===== src/rtl/branch_predictor_if.sv =====
// Bundle of fetch-side lookup, resolve-side update and statistics signals
// shared between the branch predictor and whatever drives it.
interface branch_predictor_if #(
  parameter int XLEN  = 32,
  parameter int CNT_W = 16
);
  logic [XLEN-1:0]  pc_in;
  logic             predict_taken;
  logic [XLEN-1:0]  predict_target;
  logic             update_valid;
  logic [XLEN-1:0]  update_pc;
  logic             update_taken;
  logic [XLEN-1:0]  update_target;
  logic             update_mispredict;
  logic [CNT_W-1:0] branch_count;
  logic [CNT_W-1:0] mispredict_count;

  // Handshake: there is no back-pressure. update_valid qualifies the update_*
  // fields for exactly one rising edge; when it is low those fields are ignored.
  // pc_in is looked up combinationally every cycle.
  modport master (
    output pc_in, update_valid, update_pc, update_taken, update_target,
           update_mispredict,
    input  predict_taken, predict_target, branch_count, mispredict_count
  );

  modport slave (
    input  pc_in, update_valid, update_pc, update_taken, update_target,
           update_mispredict,
    output predict_taken, predict_target, branch_count, mispredict_count
  );
endinterface


===== src/rtl/branch_predictor.sv =====
// Direct-mapped branch target buffer with a 2-bit saturating direction
// counter per entry, plus saturating resolved/mispredicted branch counters.
// Lookup is combinational on pc_in; updates land on the next rising edge,
// so a same-cycle lookup always sees the pre-update entry.
module branch_predictor #(
  parameter int ENTRIES = 16,
  parameter int XLEN    = 32,
  parameter int CNT_W   = 16
) (
  input  logic             clock,
  input  logic             reset,
  branch_predictor_if.slave bus
);
  localparam int IDX   = $clog2(ENTRIES);
  localparam int TAG_W = XLEN - IDX - 2;

  // Entry storage
  logic [ENTRIES-1:0] valid_q, valid_d;
  logic [TAG_W-1:0]   tag_q [ENTRIES];
  logic [TAG_W-1:0]   tag_d [ENTRIES];
  logic [XLEN-1:0]    tgt_q [ENTRIES];
  logic [XLEN-1:0]    tgt_d [ENTRIES];
  logic [1:0]         cnt_q [ENTRIES];
  logic [1:0]         cnt_d [ENTRIES];

  // Statistics
  logic [CNT_W-1:0] branch_count_q, branch_count_d;
  logic [CNT_W-1:0] mispredict_count_q, mispredict_count_d;

  // Lookup side
  logic [IDX-1:0]   lk_idx;
  logic [TAG_W-1:0] lk_tag;
  logic             lk_hit;
  logic             lk_taken;

  // Update side
  logic [IDX-1:0]   up_idx;
  logic [TAG_W-1:0] up_tag;
  logic             up_hit;

  // Word-alignment bits of the PCs carry no information for this structure.
  logic unused_pc_low;
  assign unused_pc_low = ^{bus.pc_in[1:0], bus.update_pc[1:0]};

  // Combinational prediction for the fetch PC from the current entry contents
  always_comb begin
    lk_idx   = bus.pc_in[IDX+1:2];
    lk_tag   = bus.pc_in[XLEN-1:IDX+2];
    lk_hit   = valid_q[lk_idx] && (tag_q[lk_idx] == lk_tag);
    lk_taken = lk_hit && cnt_q[lk_idx][1];
    bus.predict_taken  = lk_taken;
    bus.predict_target = lk_taken ? tgt_q[lk_idx] : bus.pc_in + XLEN'(4);
  end

  assign bus.branch_count     = branch_count_q;
  assign bus.mispredict_count = mispredict_count_q;

  // Next entry contents and statistics from the resolved branch, if any
  always_comb begin
    valid_d            = valid_q;
    tag_d              = tag_q;
    tgt_d              = tgt_q;
    cnt_d              = cnt_q;
    branch_count_d     = branch_count_q;
    mispredict_count_d = mispredict_count_q;
    up_idx             = bus.update_pc[IDX+1:2];
    up_tag             = bus.update_pc[XLEN-1:IDX+2];
    up_hit             = valid_q[up_idx] && (tag_q[up_idx] == up_tag);

    if (bus.update_valid) begin
      if (up_hit) begin
        if (bus.update_taken) begin
          cnt_d[up_idx] = (cnt_q[up_idx] == 2'b11) ? 2'b11 : cnt_q[up_idx] + 2'b01;
          tgt_d[up_idx] = bus.update_target;
        end else begin
          cnt_d[up_idx] = (cnt_q[up_idx] == 2'b00) ? 2'b00 : cnt_q[up_idx] - 2'b01;
        end
      end else if (bus.update_taken) begin
        // A not-taken miss is never worth an entry; only taken misses allocate.
        valid_d[up_idx] = 1'b1;
        tag_d[up_idx]   = up_tag;
        tgt_d[up_idx]   = bus.update_target;
        cnt_d[up_idx]   = 2'b10;
      end

      if (branch_count_q != '1) begin
        branch_count_d = branch_count_q + CNT_W'(1);
      end
      if (bus.update_mispredict && (mispredict_count_q != '1)) begin
        mispredict_count_d = mispredict_count_q + CNT_W'(1);
      end
    end
  end

  // State registers; reset clears everything immediately
  always_ff @(posedge clock or posedge reset) begin
    if (reset) begin
      valid_q            <= '0;
      branch_count_q     <= '0;
      mispredict_count_q <= '0;
      for (int i = 0; i < ENTRIES; i++) begin
        tag_q[i] <= '0;
        tgt_q[i] <= '0;
        cnt_q[i] <= '0;
      end
    end else begin
      valid_q            <= valid_d;
      branch_count_q     <= branch_count_d;
      mispredict_count_q <= mispredict_count_d;
      for (int i = 0; i < ENTRIES; i++) begin
        tag_q[i] <= tag_d[i];
        tgt_q[i] <= tgt_d[i];
        cnt_q[i] <= cnt_d[i];
      end
    end
  end
endmodule


===== src/flat_wrapper.sv =====
// flat-port wrapper written by rule: the top's interface ports become plain ports
module branch_predictor_flat 
#(
  parameter int ENTRIES = 16,
  parameter int XLEN    = 32,
  parameter int CNT_W   = 16
)
  (clock, reset, bus_pc_in, bus_update_valid, bus_update_pc, bus_update_taken, bus_update_target, bus_update_mispredict, bus_predict_taken, bus_predict_target, bus_branch_count, bus_mispredict_count);
  branch_predictor_if #(.XLEN(XLEN), .CNT_W(CNT_W)) bus_i ();
  input  logic clock;
  input  logic reset;
  input wire logic [$bits(bus_i.pc_in)-1:0] bus_pc_in;
  input wire logic [$bits(bus_i.update_valid)-1:0] bus_update_valid;
  input wire logic [$bits(bus_i.update_pc)-1:0] bus_update_pc;
  input wire logic [$bits(bus_i.update_taken)-1:0] bus_update_taken;
  input wire logic [$bits(bus_i.update_target)-1:0] bus_update_target;
  input wire logic [$bits(bus_i.update_mispredict)-1:0] bus_update_mispredict;
  output wire logic [$bits(bus_i.predict_taken)-1:0] bus_predict_taken;
  output wire logic [$bits(bus_i.predict_target)-1:0] bus_predict_target;
  output wire logic [$bits(bus_i.branch_count)-1:0] bus_branch_count;
  output wire logic [$bits(bus_i.mispredict_count)-1:0] bus_mispredict_count;
  assign bus_i.pc_in = bus_pc_in;
  assign bus_i.update_valid = bus_update_valid;
  assign bus_i.update_pc = bus_update_pc;
  assign bus_i.update_taken = bus_update_taken;
  assign bus_i.update_target = bus_update_target;
  assign bus_i.update_mispredict = bus_update_mispredict;
  assign bus_predict_taken = bus_i.predict_taken;
  assign bus_predict_target = bus_i.predict_target;
  assign bus_branch_count = bus_i.branch_count;
  assign bus_mispredict_count = bus_i.mispredict_count;
  branch_predictor #(.ENTRIES(ENTRIES), .XLEN(XLEN), .CNT_W(CNT_W)) u_core (.clock(clock), .reset(reset), .bus(bus_i));
endmodule

===== config.mk =====
export PLATFORM = sky130hd
export DESIGN_NAME = branch_predictor_flat
export DESIGN_NICKNAME = d
export VERILOG_FILES = /design/src/rtl/branch_predictor_if.sv /design/src/rtl/branch_predictor.sv /design/src/flat_wrapper.sv
export SDC_FILE = /design/constraint.sdc
export NUM_CORES = 2
export LEC_CHECK = 0
export ABC_CLOCK_PERIOD_IN_PS = 31000
export CAP_MARGIN = 10
export CORE_MARGIN = 5
export CORE_UTILIZATION = 56
export CTS_CLUSTER_SIZE = 20
export DETAILED_ROUTE_END_ITERATION = 12
export GPL_TIMING_DRIVEN = 0
export PLACE_DENSITY = 0.83
export SLEW_MARGIN = 30
export SYNTH_ARGS = -nofsm -noshare
export SYNTH_HDL_FRONTEND = slang
export SYNTH_SLANG_ARGS = --single-unit

===== constraint.sdc =====
create_clock -name clock -period 31 [get_ports clock]
set_clock_uncertainty 0.2 [all_clocks]
set_input_delay 4.65 -clock clock [delete_from_list [all_inputs] [get_ports clock]]
set_output_delay 4.65 -clock clock [all_outputs]
set_load 0.1 [all_outputs]

# After elaboration in Yosys (flattened, before gate mapping)

Cells that the tools add are included.

Equal/unequal tests: 5
Add/sub/neg operators: 5
$lt $le $gt $ge: 6
Reductions and logical operators: 13
Bitwise logic cells: 7
Multiplexer cells: 37

Operators by type and width:

| operator                | number |
|---|---|
| $bwmux W512             | 1 |
| $bwmux W416             | 1 |
| $mux W32                | 7 |
| $bmux W26 S4            | 2 |
| $mux W26                | 5 |
| $bmux W32 S4            | 1 |
| $demux W32 S4           | 1 |
| $demux W26 S4           | 1 |
| $bwmux W32              | 2 |
| $eq A26 B26 Y1          | 2 |
| $add A16 B1 Y16 const B | 2 |
| $add A32 B3 Y32 const B | 1 |
| $ne A16 B16 Y1 const B  | 2 |
| $or A16 B16 Y16         | 2 |
| $and A16 B16 Y16        | 1 |
| $bmux W2 S4             | 2 |
| $not A16 Y16            | 1 |
| $mux W2                 | 7 |
| $ge A5 B5 Y1 const B    | 2 |
| $lt A4 B5 Y1 const B    | 2 |
| $not A4 Y5              | 2 |
| $bmux W1 S4             | 2 |
| $demux W2 S4            | 1 |
| $reduce_and A2 Y1       | 4 |
| 12 further kinds        | 19 |

Output and inout bits: 65
Register bits: 1,008
Word-level logic and storage cells: 124

# Depth between registers and ports, before layout

Word-level depth: 9
Mapped depth: 16
Gate-level depth less buffers: 9

# Worst setup path after synthesis

OpenSTA, ideal clock, no wires.

Kind: input to output
Start: input bus_pc_in[3]
End: output bus_predict_target[2]
Path buffers: 5
Stages: 11
Arrival time: 9,304 ps
Slack: 16,846 ps
Cell sequence: clkbuf_1 > buf_1 > buf_1 > clkbuf_1 > mux4_2 > a221oi_1 > xor2_1 > nand4_1 > nor4_4 > buf_4 > mux2i_1

Word-level cells in the longest chain between the ends: 8
Elaborated cells between the ends (all ways): 16
Classes of those cells: eq/ne (1); mux (12); bitwise (1); reduce/logical (2)

RTL lines:

| element                                     | RTL line                                       | text |
|---|---|---|
| start: declaration                          | flat_wrapper.sv:12                             | `input wire logic [$bits(bus_i.pc_in)-1:0] bus_pc_in;` |
| $not A4 Y5 (not written as such)            | branch_predictor.sv:49, branch_predictor.sv:50 |  |
| $bmux W26 S4                                | branch_predictor.sv:49                         | `lk_hit = valid_q[lk_idx] && (tag_q[lk_idx] == lk_tag);` |
| $mux W26 (not written as such) (2 in a row) | branch_predictor.sv:49                         |  |
| $eq A26 B26 Y1                              | branch_predictor.sv:49                         |  |
| $logic_and A1 B1 Y1                         | branch_predictor.sv:49                         |  |
| $logic_and A1 B1 Y1 (*)                     | branch_predictor.sv:50                         | `lk_taken = lk_hit && cnt_q[lk_idx][1];` |
| net bus_predict_taken                       | flat_wrapper.sv:18                             | `output wire logic [$bits(bus_i.predict_taken)-1:0] bus_predict_taken;` |
| $mux W32 (*)                                | branch_predictor.sv:52                         | `bus.predict_target = lk_taken ? tgt_q[lk_idx] : bus.pc_in + XLEN'(4);` |
| end: declaration                            | flat_wrapper.sv:19                             | `output wire logic [$bits(bus_i.predict_target)-1:0] bus_predict_target;` |

The timed path passes the listed nets; every way through them passes the cells marked *. The select of a mux whose other input is x is not followed.

# Worst setup path in the final report

Start: input bus_pc_in[3]
End: output bus_predict_target[2]

Word-level cells in the longest chain between the ends: 8
Elaborated cells between the ends (all ways): 16
Classes of those cells: eq/ne (1); mux (12); bitwise (1); reduce/logical (2)

RTL lines:

| element                                     | RTL line |
|---|---|
| $not A4 Y5 (not written as such)            | branch_predictor.sv:49, branch_predictor.sv:50, branch_predictor.sv:52 |
| $bmux W26 S4                                | branch_predictor.sv:49 |
| $mux W26 (not written as such) (2 in a row) | branch_predictor.sv:49 |
| $eq A26 B26 Y1                              | branch_predictor.sv:49 |
| $logic_and A1 B1 Y1                         | branch_predictor.sv:49 |
| $logic_and A1 B1 Y1                         | branch_predictor.sv:50 |
| $mux W32 (*)                                | branch_predictor.sv:52 |

Mark *: on every way between the ends. The rest lies on a longest branch, timed or not. The select of a mux whose other input is x is not followed.

==> impl_metrics.tcl <==
set metrics [dict create \
    dpl.hpwl_um 109000 \
    post_cts_resized 0 \
    timing.hold.ws_ns 0.301 \
    dpl_worst_slack_ns 13.81 \
    synth_cell_types 69 \
    status "complete, no violations" \
    ys_warn_count 0 \
    fmax_mhz 56.7 \
    setup_violations 0 \
    grt_first_pass_wirelength_um 233000 \
    path_cells "clkdlybuf4s50_1, clkbuf_1, buf_2, buf_1, clkbuf_2, mux4_2, a221oi_1, xor2_1, nand4_1, nor4_4, buf_4, mux2i_1, clkdlybuf4s50_1" \
    hold_class "flip-flop to flip-flop" \
    synth_edf_count 0 \
    nets 3684 \
    whs_path_depth 1 \
    slew_viol_final 0 \
    syn_inst 3298 \
    worst_slack_ns 13.37 \
    drive_gt1_frac 0.395 \
    htree_num_levels 3 \
    slew_headroom 0.166 \
    cap_violations 0 \
    clock_latency_ns 0.70 \
    design.die.area_sq_um 96600 \
    io_pins 166 \
    syn_area_sq_um 50700 \
    cp_common_cell "clkdlybuf4s50_1" \
    synth_ff_type "dfrtp_1" \
    clockBufferDepth 3 \
    area_delta_synth_final_pct 14.5 \
    fin_util 0.645 \
    hold_buffers 0 \
    critical_path.top_delay_family "buffers and inverters" \
    cts_inserted_buffers 106 \
    cp_data_arrival_time_ns 12.78 \
    core_area_sq_um 89900 \
    async_reset_ff_frac 1.00 \
    drt_iter0_markers 4011 \
    vias 33128 \
    worst-path-buf-inv 7 \
    dr.pass1.iters 8 \
    power_mw 3.89 \
    start_util 0.564 \
    drc 0 \
    fin_crit_ns 17.63 \
    crit_path_start_kind "primary input" \
    path_class "primary input to output port" \
    viasPerCell 6.84 \
    die-height_um 311 \
    fin_crit_sh 0.569 \
    cts_tree "done" \
    min_from "u_core.valid_q[9]" \
    wirelength_um 157000 \
    port_buffers 133 \
    synth-seq-area-share 0.498 \
    rr_worst_depth 10 \
    grt.total_usage 0.324 \
    max_stage_delay_ns 1.23 \
    ys_ff_latch 1008 \
    regToRegStartpoint "u_core.tag_q[229]" \
    grt_pass1_vias 34596 \
    ant_nets 0 \
    gr-total-overflow 0 \
    setup_tns_ns 0 \
    end_kind "output port" \
    rows 110 \
    power_density_nw_per_um2 67.1 \
    die_w_um 311 \
    finalWeightedCongestion 1.01 \
    grt_antenna_before_repair 15 \
    root_buffer "clkbuf_16" \
    worstMarginPinSlew_ns 1.25 \
    clock-sinks 1008 \
    ir_drop_v 0.0000476 \
    p_leak_nw 25.3 \
    postSynthAreaPerCell_sq_um 15.4 \
    wl_per_cell_um 32.5 \
    cp_max_fo 10 \
    postCtsSetupBuffers 0 \
    rsz0062_at_grt "no" \
    final_hold_viol_count 0 \
    crit_required_ns 26.15 \
    clkTransAtPathRegs_ns 0.06 \
    r2r-end "u_core.tag_q[346]" \
    grt_max_degree 32 \
    min_to "u_core.valid_q[9]" \
    regToRegSetupSlack_ns 26.26 \
    cp_slowest_cell "clkdlybuf4s50_1" \
    synth_nets 3402 \
]
==> routing by layer <==
metal  track usage  wire, um
met1         0.417     57100
met2         0.485     71000
met3         0.122     19200
met4         0.168     10100
met5             0        70
==> power breakdown <==
| group | total, mW | leakage (nW) | switching, mW | internal, mW |
|---|---|---|---|---|
| Sequential | 1.74 | 12.9 | 0.172 | 1.57 |
| Clock | 1.32 | 1.76 | 0.552 | 0.770 |
| Combinational | 0.827 | 10.6 | 0.396 | 0.432 |
| Total | 3.89 | 25.3 | 1.12 | 2.77 |
==> registers in the layout (all words and copies together) (netlist names) <==
name	count
u_core.tgt_q	512
u_core.tag_q	416
u_core.cnt_q	32
u_core.bus.mispredict_count	16
u_core.bus.branch_count	16
u_core.valid_q	16
==> cell usage after synthesis (23+ instances only) <==
master / count / area, sq um
mux2_2: 711 / 8010
clkbuf_1: 154 / 578
a22o_1: 29 / 254
nand2_1: 72 / 270
nand2b_1: 25 / 156
buf_4: 31 / 233
mux2_1: 256 / 2880
xnor2_1: 75 / 657
a21oi_1: 43 / 215
buf_6: 23 / 259
mux4_2: 381 / 8580
xor2_1: 35 / 307
nand3_1: 33 / 165
nor2_1: 47 / 176
mux2i_1: 76 / 761
dfrtp_1: 1008 / 25200
buf_2: 43 / 215
buf_1: 45 / 169
==> layout by cell type, fill, tap and decap left out, drive strengths merged, types with 25 or more instances in the layout <==
cell type	instances
nor2	48
mux4	381
xor2	35
dfrtp	1008
nand2	82
xnor2	75
mux2i	76
clkbuf	305
a21oi	43
clkdlybuf4s50	133
nand2b	25
buf	182
nand3	37
mux2	967
a22o	29
==> logic make-up after synthesis <==
logic type	share of synthesized area
mux	0.399
xor+xnor	0.0190
simple gates	0.0302
buf+inv	0.0300
flops	0.498
compound gates	0.0226
fa+ha+maj	0.000939
==> worst max-delay path by stage <==
stage                       startpoint                    endpoint  slack (ns)  cells past startpoint
after floorplan                  reset  u_core.bus.branch_count[0]       12.26                      1
after global placement           reset           u_core.tgt_q[132]        6.44                      2
after detailed placement  bus_pc_in[3]       bus_predict_target[2]       13.81                     13
after CTS                 bus_pc_in[3]       bus_predict_target[2]       13.80                     13
after global routing      bus_pc_in[3]       bus_predict_target[2]       13.65                     14
final                     bus_pc_in[3]       bus_predict_target[2]       13.37                     13
==> cell type report <==
type | instances | area (sq um)
clock buffers | 150 | 3050
fillers | 6232 | 31900
plain buffers | 296 | 1480
diodes | 10 | 25.0
repair buffers | 174 | 2210
inverters | 17 | 67.6
well taps | 1176 | 1470
clock inverters | 37 | 543
flip-flops and latches | 1008 | 25200
multi-input cells | 1977 | 23900
==> through the flow <==
stage,std cells,instance area [sq um]
final,4845,58000
after global routing,4838,58000
after CTS,4834,58000
after detailed placement,4647,54400
after global placement,4607,53500
after floorplan,3298,50700
(Power assumes the default switching activity.)
